<file path="src/rtl/reorder_buffer.sv">
// Reorder buffer: in-order allocation, out-of-order writeback by tag,
// strictly in-order retirement, full flush after a mispredicted branch retires.
module reorder_buffer #(
    parameter int DEPTH  = 16,
    parameter int DATA_W = 64,
    parameter int REG_W  = 5,
    localparam int TAG_W = $clog2(DEPTH)
) (
    input  logic              clk,
    input  logic              reset,
    input  logic              alloc_valid,
    output logic              alloc_ready,
    input  logic [REG_W-1:0]  alloc_rd,
    input  logic              alloc_regWrite,
    output logic [TAG_W-1:0]  alloc_tag,
    input  logic              wb_valid,
    input  logic [TAG_W-1:0]  wb_tag,
    input  logic [DATA_W-1:0] wb_data,
    input  logic              wb_mispredict,
    output logic              commit_valid,
    input  logic              commit_ready,
    output logic [REG_W-1:0]  commit_rd,
    output logic              commit_regWrite,
    output logic [DATA_W-1:0] commit_data,
    output logic              flush,
    output logic [TAG_W:0]    count,
    output logic              empty,
    output logic              full
);

    localparam logic [TAG_W:0]   DEPTH_CNT = (TAG_W+1)'(DEPTH);
    localparam logic [TAG_W:0]   ONE_CNT   = (TAG_W+1)'(1);
    localparam logic [TAG_W:0]   ZERO_CNT  = (TAG_W+1)'(0);
    localparam logic [TAG_W-1:0] ONE_TAG   = TAG_W'(1);
    localparam logic [TAG_W-1:0] ZERO_TAG  = TAG_W'(0);

    // Per-entry state
    logic [DEPTH-1:0]  valid_q, valid_d;
    logic [DEPTH-1:0]  done_q, done_d;
    logic [DEPTH-1:0]  misp_q, misp_d;
    logic [DEPTH-1:0]  regw_q, regw_d;
    logic [REG_W-1:0]  rd_q   [DEPTH];
    logic [REG_W-1:0]  rd_d   [DEPTH];
    logic [DATA_W-1:0] data_q [DEPTH];
    logic [DATA_W-1:0] data_d [DEPTH];

    // Pointers, occupancy and flush pulse
    logic [TAG_W-1:0]  head_q, head_d;
    logic [TAG_W-1:0]  tail_q, tail_d;
    logic [TAG_W:0]    count_q, count_d;
    logic              flush_q, flush_d;

    logic head_done_s;
    logic alloc_fire_s;
    logic commit_fire_s;
    logic misp_commit_s;

    // Handshake terms depend only on registered state so none of them loop
    // back through the inputs.
    assign head_done_s   = valid_q[head_q] && done_q[head_q];
    assign alloc_ready   = (count_q != DEPTH_CNT) && !flush_q &&
                           !(head_done_s && misp_q[head_q]);
    assign alloc_fire_s  = alloc_valid && alloc_ready;
    assign commit_fire_s = head_done_s && commit_ready;
    assign misp_commit_s = commit_fire_s && misp_q[head_q];

    assign alloc_tag       = tail_q;
    assign commit_valid    = head_done_s;
    assign commit_rd       = rd_q[head_q];
    assign commit_regWrite = regw_q[head_q];
    assign commit_data     = data_q[head_q];
    assign flush           = flush_q;
    assign count           = count_q;
    assign empty           = (count_q == ZERO_CNT);
    assign full            = (count_q == DEPTH_CNT);

    // Next-state: a mispredict retirement wipes everything and overrides any
    // same-cycle alloc/writeback; otherwise writeback, commit and alloc apply
    // independently (commit sees the pre-edge done bit).
    always_comb begin
        valid_d = valid_q;
        done_d  = done_q;
        misp_d  = misp_q;
        regw_d  = regw_q;
        rd_d    = rd_q;
        data_d  = data_q;
        head_d  = head_q;
        tail_d  = tail_q;
        count_d = count_q;
        flush_d = 1'b0;
        if (misp_commit_s) begin
            valid_d = '0;
            done_d  = '0;
            misp_d  = '0;
            regw_d  = '0;
            rd_d    = '{default: '0};
            data_d  = '{default: '0};
            head_d  = ZERO_TAG;
            tail_d  = ZERO_TAG;
            count_d = ZERO_CNT;
            flush_d = 1'b1;
        end else begin
            if (wb_valid && !flush_q && valid_q[wb_tag]) begin
                done_d[wb_tag] = 1'b1;
                misp_d[wb_tag] = wb_mispredict;
                data_d[wb_tag] = wb_data;
            end else begin
                done_d = done_d;
            end
            if (commit_fire_s) begin
                valid_d[head_q] = 1'b0;
                done_d[head_q]  = 1'b0;
                misp_d[head_q]  = 1'b0;
                regw_d[head_q]  = 1'b0;
                rd_d[head_q]    = '0;
                data_d[head_q]  = '0;
                head_d          = head_q + ONE_TAG;
            end else begin
                head_d = head_q;
            end
            if (alloc_fire_s) begin
                valid_d[tail_q] = 1'b1;
                done_d[tail_q]  = 1'b0;
                misp_d[tail_q]  = 1'b0;
                regw_d[tail_q]  = alloc_regWrite;
                rd_d[tail_q]    = alloc_rd;
                data_d[tail_q]  = '0;
                tail_d          = tail_q + ONE_TAG;
            end else begin
                tail_d = tail_q;
            end
            if (alloc_fire_s && !commit_fire_s) begin
                count_d = count_q + ONE_CNT;
            end else if (!alloc_fire_s && commit_fire_s) begin
                count_d = count_q - ONE_CNT;
            end else begin
                count_d = count_q;
            end
        end
    end

    // State registers with asynchronous clear of every field.
    always_ff @(posedge clk or posedge reset) begin
        if (reset) begin
            valid_q <= '0;
            done_q  <= '0;
            misp_q  <= '0;
            regw_q  <= '0;
            rd_q    <= '{default: '0};
            data_q  <= '{default: '0};
            head_q  <= ZERO_TAG;
            tail_q  <= ZERO_TAG;
            count_q <= ZERO_CNT;
            flush_q <= 1'b0;
        end else begin
            valid_q <= valid_d;
            done_q  <= done_d;
            misp_q  <= misp_d;
            regw_q  <= regw_d;
            rd_q    <= rd_d;
            data_q  <= data_d;
            head_q  <= head_d;
            tail_q  <= tail_d;
            count_q <= count_d;
            flush_q <= flush_d;
        end
    end

endmodule

</file>
<file path="config.mk">
export PLATFORM = sky130hd
export DESIGN_NAME = reorder_buffer
export DESIGN_NICKNAME = d
export VERILOG_FILES = /design/src/rtl/reorder_buffer.sv
export SDC_FILE = /design/constraint.sdc
export NUM_CORES = 2
export LEC_CHECK = 0
export ABC_AREA = 0
export CORE_MARGIN = 1
export CORE_UTILIZATION = 56
export CTS_CLUSTER_DIAMETER = 100
export DETAILED_ROUTE_END_ITERATION = 7
export GPL_TIMING_DRIVEN = 0
export HOLD_SLACK_MARGIN = 0.05
export PLACE_DENSITY_LB_ADDON = 0.25
export REMOVE_ABC_BUFFERS = 1
export SETUP_SLACK_MARGIN = 0.3
export SYNTH_ARGS = -nofsm -noshare
export SYNTH_HDL_FRONTEND = slang
export SYNTH_SLANG_ARGS = --single-unit
</file>
<file path="constraint.sdc">
create_clock -name clk -period 41.6 [get_ports clk]
set_input_delay 6.24 -clock clk [delete_from_list [all_inputs] [get_ports clk]]
set_output_delay 6.24 -clock clk [all_outputs]
set_load 0.01 [all_outputs]
</file>
== After elaboration in Yosys (flattened, before gate mapping) ==
Index checks and enable logic that the tools add are counted.

* Flip-flop bits (word level): 1182
* Input bits: 80
* Output and inout bits: 84

* $add $sub $neg: 4
* Magnitude comparators: 12
* Eq/ne operators: 2
* Muxes and demuxes: 74
* Bitwise logic cells: 19
* Reduce and logical (&&, ||, !) cells: 25

{| class="wikitable"
|+ Operators with widths
! kind !! number
|-
| $mux 1024 || 6
|-
| $and 1024x1024->1024 || 2
|-
| $not 1024->1024 || 2
|-
| $bwmux 1024 || 1
|-
| $demux 64 s4 || 3
|-
| $mux 16 || 20
|-
| $mux 64 || 5
|-
| $mux 80 || 4
|-
| $bmux 64 s4 || 1
|-
| $and 16x16->16 || 6
|-
| $and 80x80->80 || 1
|-
| $bwmux 80 || 1
|-
| $not 80->80 || 1
|-
| $demux 5 s4 || 2
|-
| $mux 5 || 7
|-
| $bwmux 16 || 2
|-
| $not 16->16 || 2
|-
| $or 16x16->16 || 2
|-
| $bmux 1 s4 || 5
|-
| $bmux 5 s4 || 1
|-
| $logic_and 1x1->1 || 17
|-
| $mux 4 || 4
|-
| $ge 5x5->1 const B || 3
|-
| $lt 4x5->1 const B || 3
|-
| other kinds (14) || 35
|}

== Longest topological paths before layout ==
* Word-level depth: 14
* Gate-level depth with buffers: 16
* Depth with buffers taken out: 12

== Worst setup path after synthesis ==
Ideal clock, no wire load.

* Kind: reg-to-output
* Start point: reg head_q[0]
* End point: out commit_data[11]
* Arrival time: 2.767 ns
* Path slack: 32.593 ns
* Stages on the path, launching flop included: 6
* Buffers on the path: 3
* Path through: dfrtp_1 clkbuf_1 clkbuf_1 buf_1 mux4_2 mux4_2

* Word-level cells in the longest chain between the ends: 4

{| class="wikitable"
|+ RTL lines
! element !! RTL line !! text
|-
| from (decl) || 48 || <nowiki>logic [TAG_W-1:0] head_q, head_d;</nowiki>
|-
| from (signal assigned) || 151 || <nowiki>head_q <= ZERO_TAG;</nowiki>
|-
| from (signal assigned) || 162 || <nowiki>head_q <= head_d;</nowiki>
|-
| $not 4->5 (not written as such) || 71 || <nowiki>assign commit_data = data_q[head_q];</nowiki>
|-
| $bmux 64 s4 || 71 ||
|-
| $mux 64 (not written as such) (2 in a row) || 71 ||
|-
| to (decl) || 24 || <nowiki>output logic [DATA_W-1:0] commit_data,</nowiki>
|}

Every way passes these cells. The select of a mux whose other input is x is not followed.

== Worst setup path after layout ==
* Start point: reg head_q[1]
* End point: out alloc_ready

* Word-level cells in the longest chain between the ends: 6
* Elaborated cells on any way between the ends: 10
* Classes of those cells: 6 x mux; 4 x reduce/logical

{| class="wikitable"
|+ RTL lines
! element !! RTL line !! text
|-
| $bmux 1 s4 || 60 || <nowiki>assign head_done_s = valid_q[head_q] && done_q[head_q];</nowiki>
|-
| $mux 1 (not written as such) || 60 ||
|-
| $logic_and 1x1->1 || 60 ||
|-
| $logic_and 1x1->1 (*) || 62 || <nowiki>!(head_done_s && misp_q[head_q]);</nowiki>
|-
| $logic_not 1->1 (*) || 62 ||
|-
| $logic_and 1x1->1 (*) || 61 || <nowiki>assign alloc_ready = (count_q != DEPTH_CNT) && !flush_q &&</nowiki>
|-
| to (decl) || 12 || <nowiki>output logic alloc_ready,</nowiki>
|}

Every way passes the cells marked *; elsewhere a longest branch is shown, timed or not. The select of a mux whose other input is x is not followed.

==> Implementation_results.wiki <==
{| class="wikitable"
! Metric !! Value
|-
| Outcome || finished clean
|-
| Post-Synthesis Mean Instance Area || 9.936 um^2
|-
| Core Footprint || 0.09885 mm^2
|-
| Number of H-tree levels || 3
|-
| Via count of the first global-routing pass || 45930
|-
| Pwr per Cell Area || 71.58 mW/mm^2
|-
| Final WL || 190600 um
|-
| Buffers inserted during post-CTS setup optimization || 0
|-
| Clock latency reported for the late side of the worst-skew pair || 0.73 ns
|-
| Depth of the most critical reg-to-reg path || 12
|-
| Data arrival time at the worst-slack endpoint || 5.18 ns
|-
| Most common cell after layout, fill and taps aside || nand2_1
|-
| Count of pins on the block boundary || 164
|-
| Detailed-routing iteration count for the pre-antenna-repair pass || 7
|-
| WHS Path Cells || 1
|-
| Main synth FF type || dfrtp_1
|-
| Leakage || 27.00 nW
|-
| Yosys warning total || 0
|-
| Highest clock rate || 87.58 MHz
|-
| Switching share of total power || 34.88%
|-
| Total global routing track utilization || 37.81%
|-
| Cell row count || 115
|-
| Part of the power in combinational logic || 36.1%
|-
| Max Cap Violations || 0
|-
| Part of the total power dissipated in the clock network || 23.2%
|-
| Number of routed nets with antenna violations || 0
|-
| Post-synthesis instance area || 0.05620 mm^2
|-
| Family of cells with the greatest summed delay on the critical path || compound AO/OA/AOI/OAI gates
|-
| Clock tree from TritonCTS || yes
|-
| Setup slack, reg-to-reg || 35.57 ns
|-
| Layout area overhead || 12.87%
|-
| Net switching component of the power || 1.584 mW
|-
| Critical path capture point type || primary output
|-
| Maximum vdd drop || 0.00004686 V
|-
| Commonest cells after routing, fill and taps aside || nand2_1, dfrtp_1, a21oi_1, mux4_2, clkdlybuf4s50_1
|-
| Slew Limit Headroom || 7.355%
|-
| Starting Density || 56.85%
|-
| GRT Residual Overflow || 0
|-
| Critical path start-end classification || reg2out
|-
| Overall die width || 318.8 um
|-
| Post-Synthesis Cells || 5656
|-
| Residual DRC count || 0
|-
| Final count of hold timing violations || 0
|-
| Number of clock buffers inserted by TritonCTS || 119
|-
| Worst min-delay path class || reg2reg
|-
| Maximum number of pins on one net before global-route repair || 124
|-
| Wire length of the first global-routing pass || 287600 um
|-
| Port buffer count || 163
|-
| Master cell of the clock root buffer || clkbuf_16
|-
| Crit path max fanout || 55
|-
| Initial DRC count || 6263
|-
| Data required time of the critical path || 35.36 ns
|-
| Fraction of registers with async set or reset after synthesis || 100.0%
|-
| Slew at the pin with the worst max-slew slack || 1.390 ns
|-
| Post-CTS sizing || 0
|-
| Worst path slowest cell || a221oi_4
|-
| Total setup violations reported at the end of the flow || 0
|-
| Routed WL per cell || 27.81 um
|-
| Post-route clock period utilization || 27.45%
|-
| Unrepaired setup endpoints after global routing || false
|-
| Count of nets after finishing || 5562
|-
| Detail-routed via count per cell || 6.643
|-
| Initial antenna violation count || 10
|-
| Worst clock skew || 0.03213 ns
|-
| EDFF count, synth || 0
|-
| Inst Count DP || 6635
|-
| Hold endpoint || rd_q[58]
|-
| Launch point of the worst path || head_q[1]
|-
| Worst path cell trace || buf_16 -> buf_12 -> mux4_2 -> a22o_1 -> a221oi_4 -> nor4_1 -> nor3_1 -> clkdlybuf4s50_1
|-
| Layout cell share with drive strength beyond 1 || 12.70%
|-
| Portion of the post-synthesis area used by sequential elements || 52.63%
|-
| Slew Limit Fails || 0
|-
| Height of the die || 318.8 um
|-
| Internal Pwr Total || 2.957 mW
|-
| Slowest Stage Delay on Critical Path || 1.02 ns
|-
| CTS Hold Buffers Added || 0
|-
| Number of vias after detailed routing || 45520
|-
| Fraction of power consumed by sequential logic || 40.7%
|-
| Capturing point of the worst reg2reg path || data_q[554]
|-
| Aggregate negative setup slack || 0 ns
|-
| Count of non-filler cells in the finished layout || 6852
|-
| FF+latch count, synth || 1182
|-
| Min cycle time layout || 11.42 ns
|-
| Sink count of the clock tree || 1182
|-
| Die Outline Area || 0.1016 mm^2
|-
| Startpoint of the worst-slack reg-to-reg timing path || head_q[1]
|-
| Clock edge transition at the registers on the reported setup and hold paths || 0.06 ns
|-
| Half-perimeter wire length after detailed placement || 109900 um
|-
| Startpoint of the most critical hold path || rd_q[58]
|-
| Count of buffering cells on the critical path with inverters included || 3
|-
| Number of library cell types mapped by synthesis || 47
|-
| GPL Wtd Cong || 0.8139
|-
| Worst-case clock buffer depth || 3
|-
| Startpoint type of the worst setup path || flip-flop
|}
flip-flops by register name, summed over array words and instances (netlist names):
signal and count:
regw_q 16, rd_q 80, alloc_tag 4, count 5, done_q 16, flush 1, misp_q 16, valid_q 16
data_q 1024, head_q 4
power groups by stage:
stage	clock network [mW]	logic, mW	registers (mW)
finish	1.05	1.64	1.85
global route	1.10	1.75	1.90
CTS	1.05	1.62	1.84
detailed placement	0	1.61	1.85
global placement	0	1.56	2.01
floorplan	0	1.10	1.88
per-stage QoR:
stage               hold slack [ns]  util, %  cell area (um^2)  power, mW  setup slack (ns)
finish                       0.4980    64.17             63430      4.540             30.18
global route                 0.5050    64.16             63420      4.739             30.00
CTS                          0.4981    64.15             63410      4.514             30.22
detailed placement           0.4795    60.37             59680      3.464             30.97
global placement             0.4730    57.46             56800      3.569            -11.94
floorplan                    0.4588        -             53560      2.987             2.064
cells in the mapped netlist, types with 4 or more instances:
library cell | instances | share of area [%]
clkbuf_1 | 348 | 2.3
nor3_4 | 11 | 0.32
o211ai_1 | 4 | 0.053
buf_6 | 39 | 0.78
buf_2 | 48 | 0.43
dfrtp_1 | 1182 | 53
and2_1 | 4 | 0.045
buf_4 | 33 | 0.44
o21ai_0 | 4 | 0.036
nand2_1 | 2143 | 14
nor2b_1 | 19 | 0.21
a22o_1 | 92 | 1.4
ha_1 | 12 | 0.27
nand2b_1 | 20 | 0.22
nor2_1 | 62 | 0.41
a21o_1 | 32 | 0.43
mux4_2 | 359 | 14
nor3_1 | 4 | 0.036
buf_1 | 107 | 0.71
inv_1 | 10 | 0.067
mux2_1 | 4 | 0.080
a21oi_1 | 1053 | 9.4
nand3b_1 | 7 | 0.094
nor4_4 | 4 | 0.15
nand3_1 | 20 | 0.18
per-layer routing:
layer | up-vias | wire length, um | GRT usage (%)
met2 | 3245 | 88110 | 58.04
met5 | - | 47 | 0
met1 | 22720 | 67790 | 49.74
met3 | 830 | 23470 | 9.754
met4 | 8 | 11160 | 20.17
li1 | 18710 | - | -
layout make-up:
type                    count  area, um^2
inverters                  11       48.80
fillers                  7603       35420
repair buffers            267        4134
flip-flops and latches   1182       29590
diodes                      6       15.01
multi-input cells        3888       24290
clock inverters            24       227.7
clock buffers             187        3505
well taps                1287        1610
worst max-delay path by stage:
stage | cells after the start | end
after floorplan | 1 | alloc_tag[0]
after global placement | 2 | data_q[390]
after detailed placement | 8 | alloc_ready
after CTS | 8 | alloc_ready
after global routing | 8 | alloc_ready
final | 8 | alloc_ready
cells by family after synthesis:
logic type / after synthesis / share of synthesized area (%)
compound gates: 1198 / 11.58
xor+xnor: 3 / 0.04676
fa+ha+maj: 13 / 0.3028
buf+inv: 586 / 4.762
flops: 1182 / 52.63
mux: 363 / 14.47
simple gates: 2311 / 16.20
No activity file was read; power rests on OpenSTA's default activity.
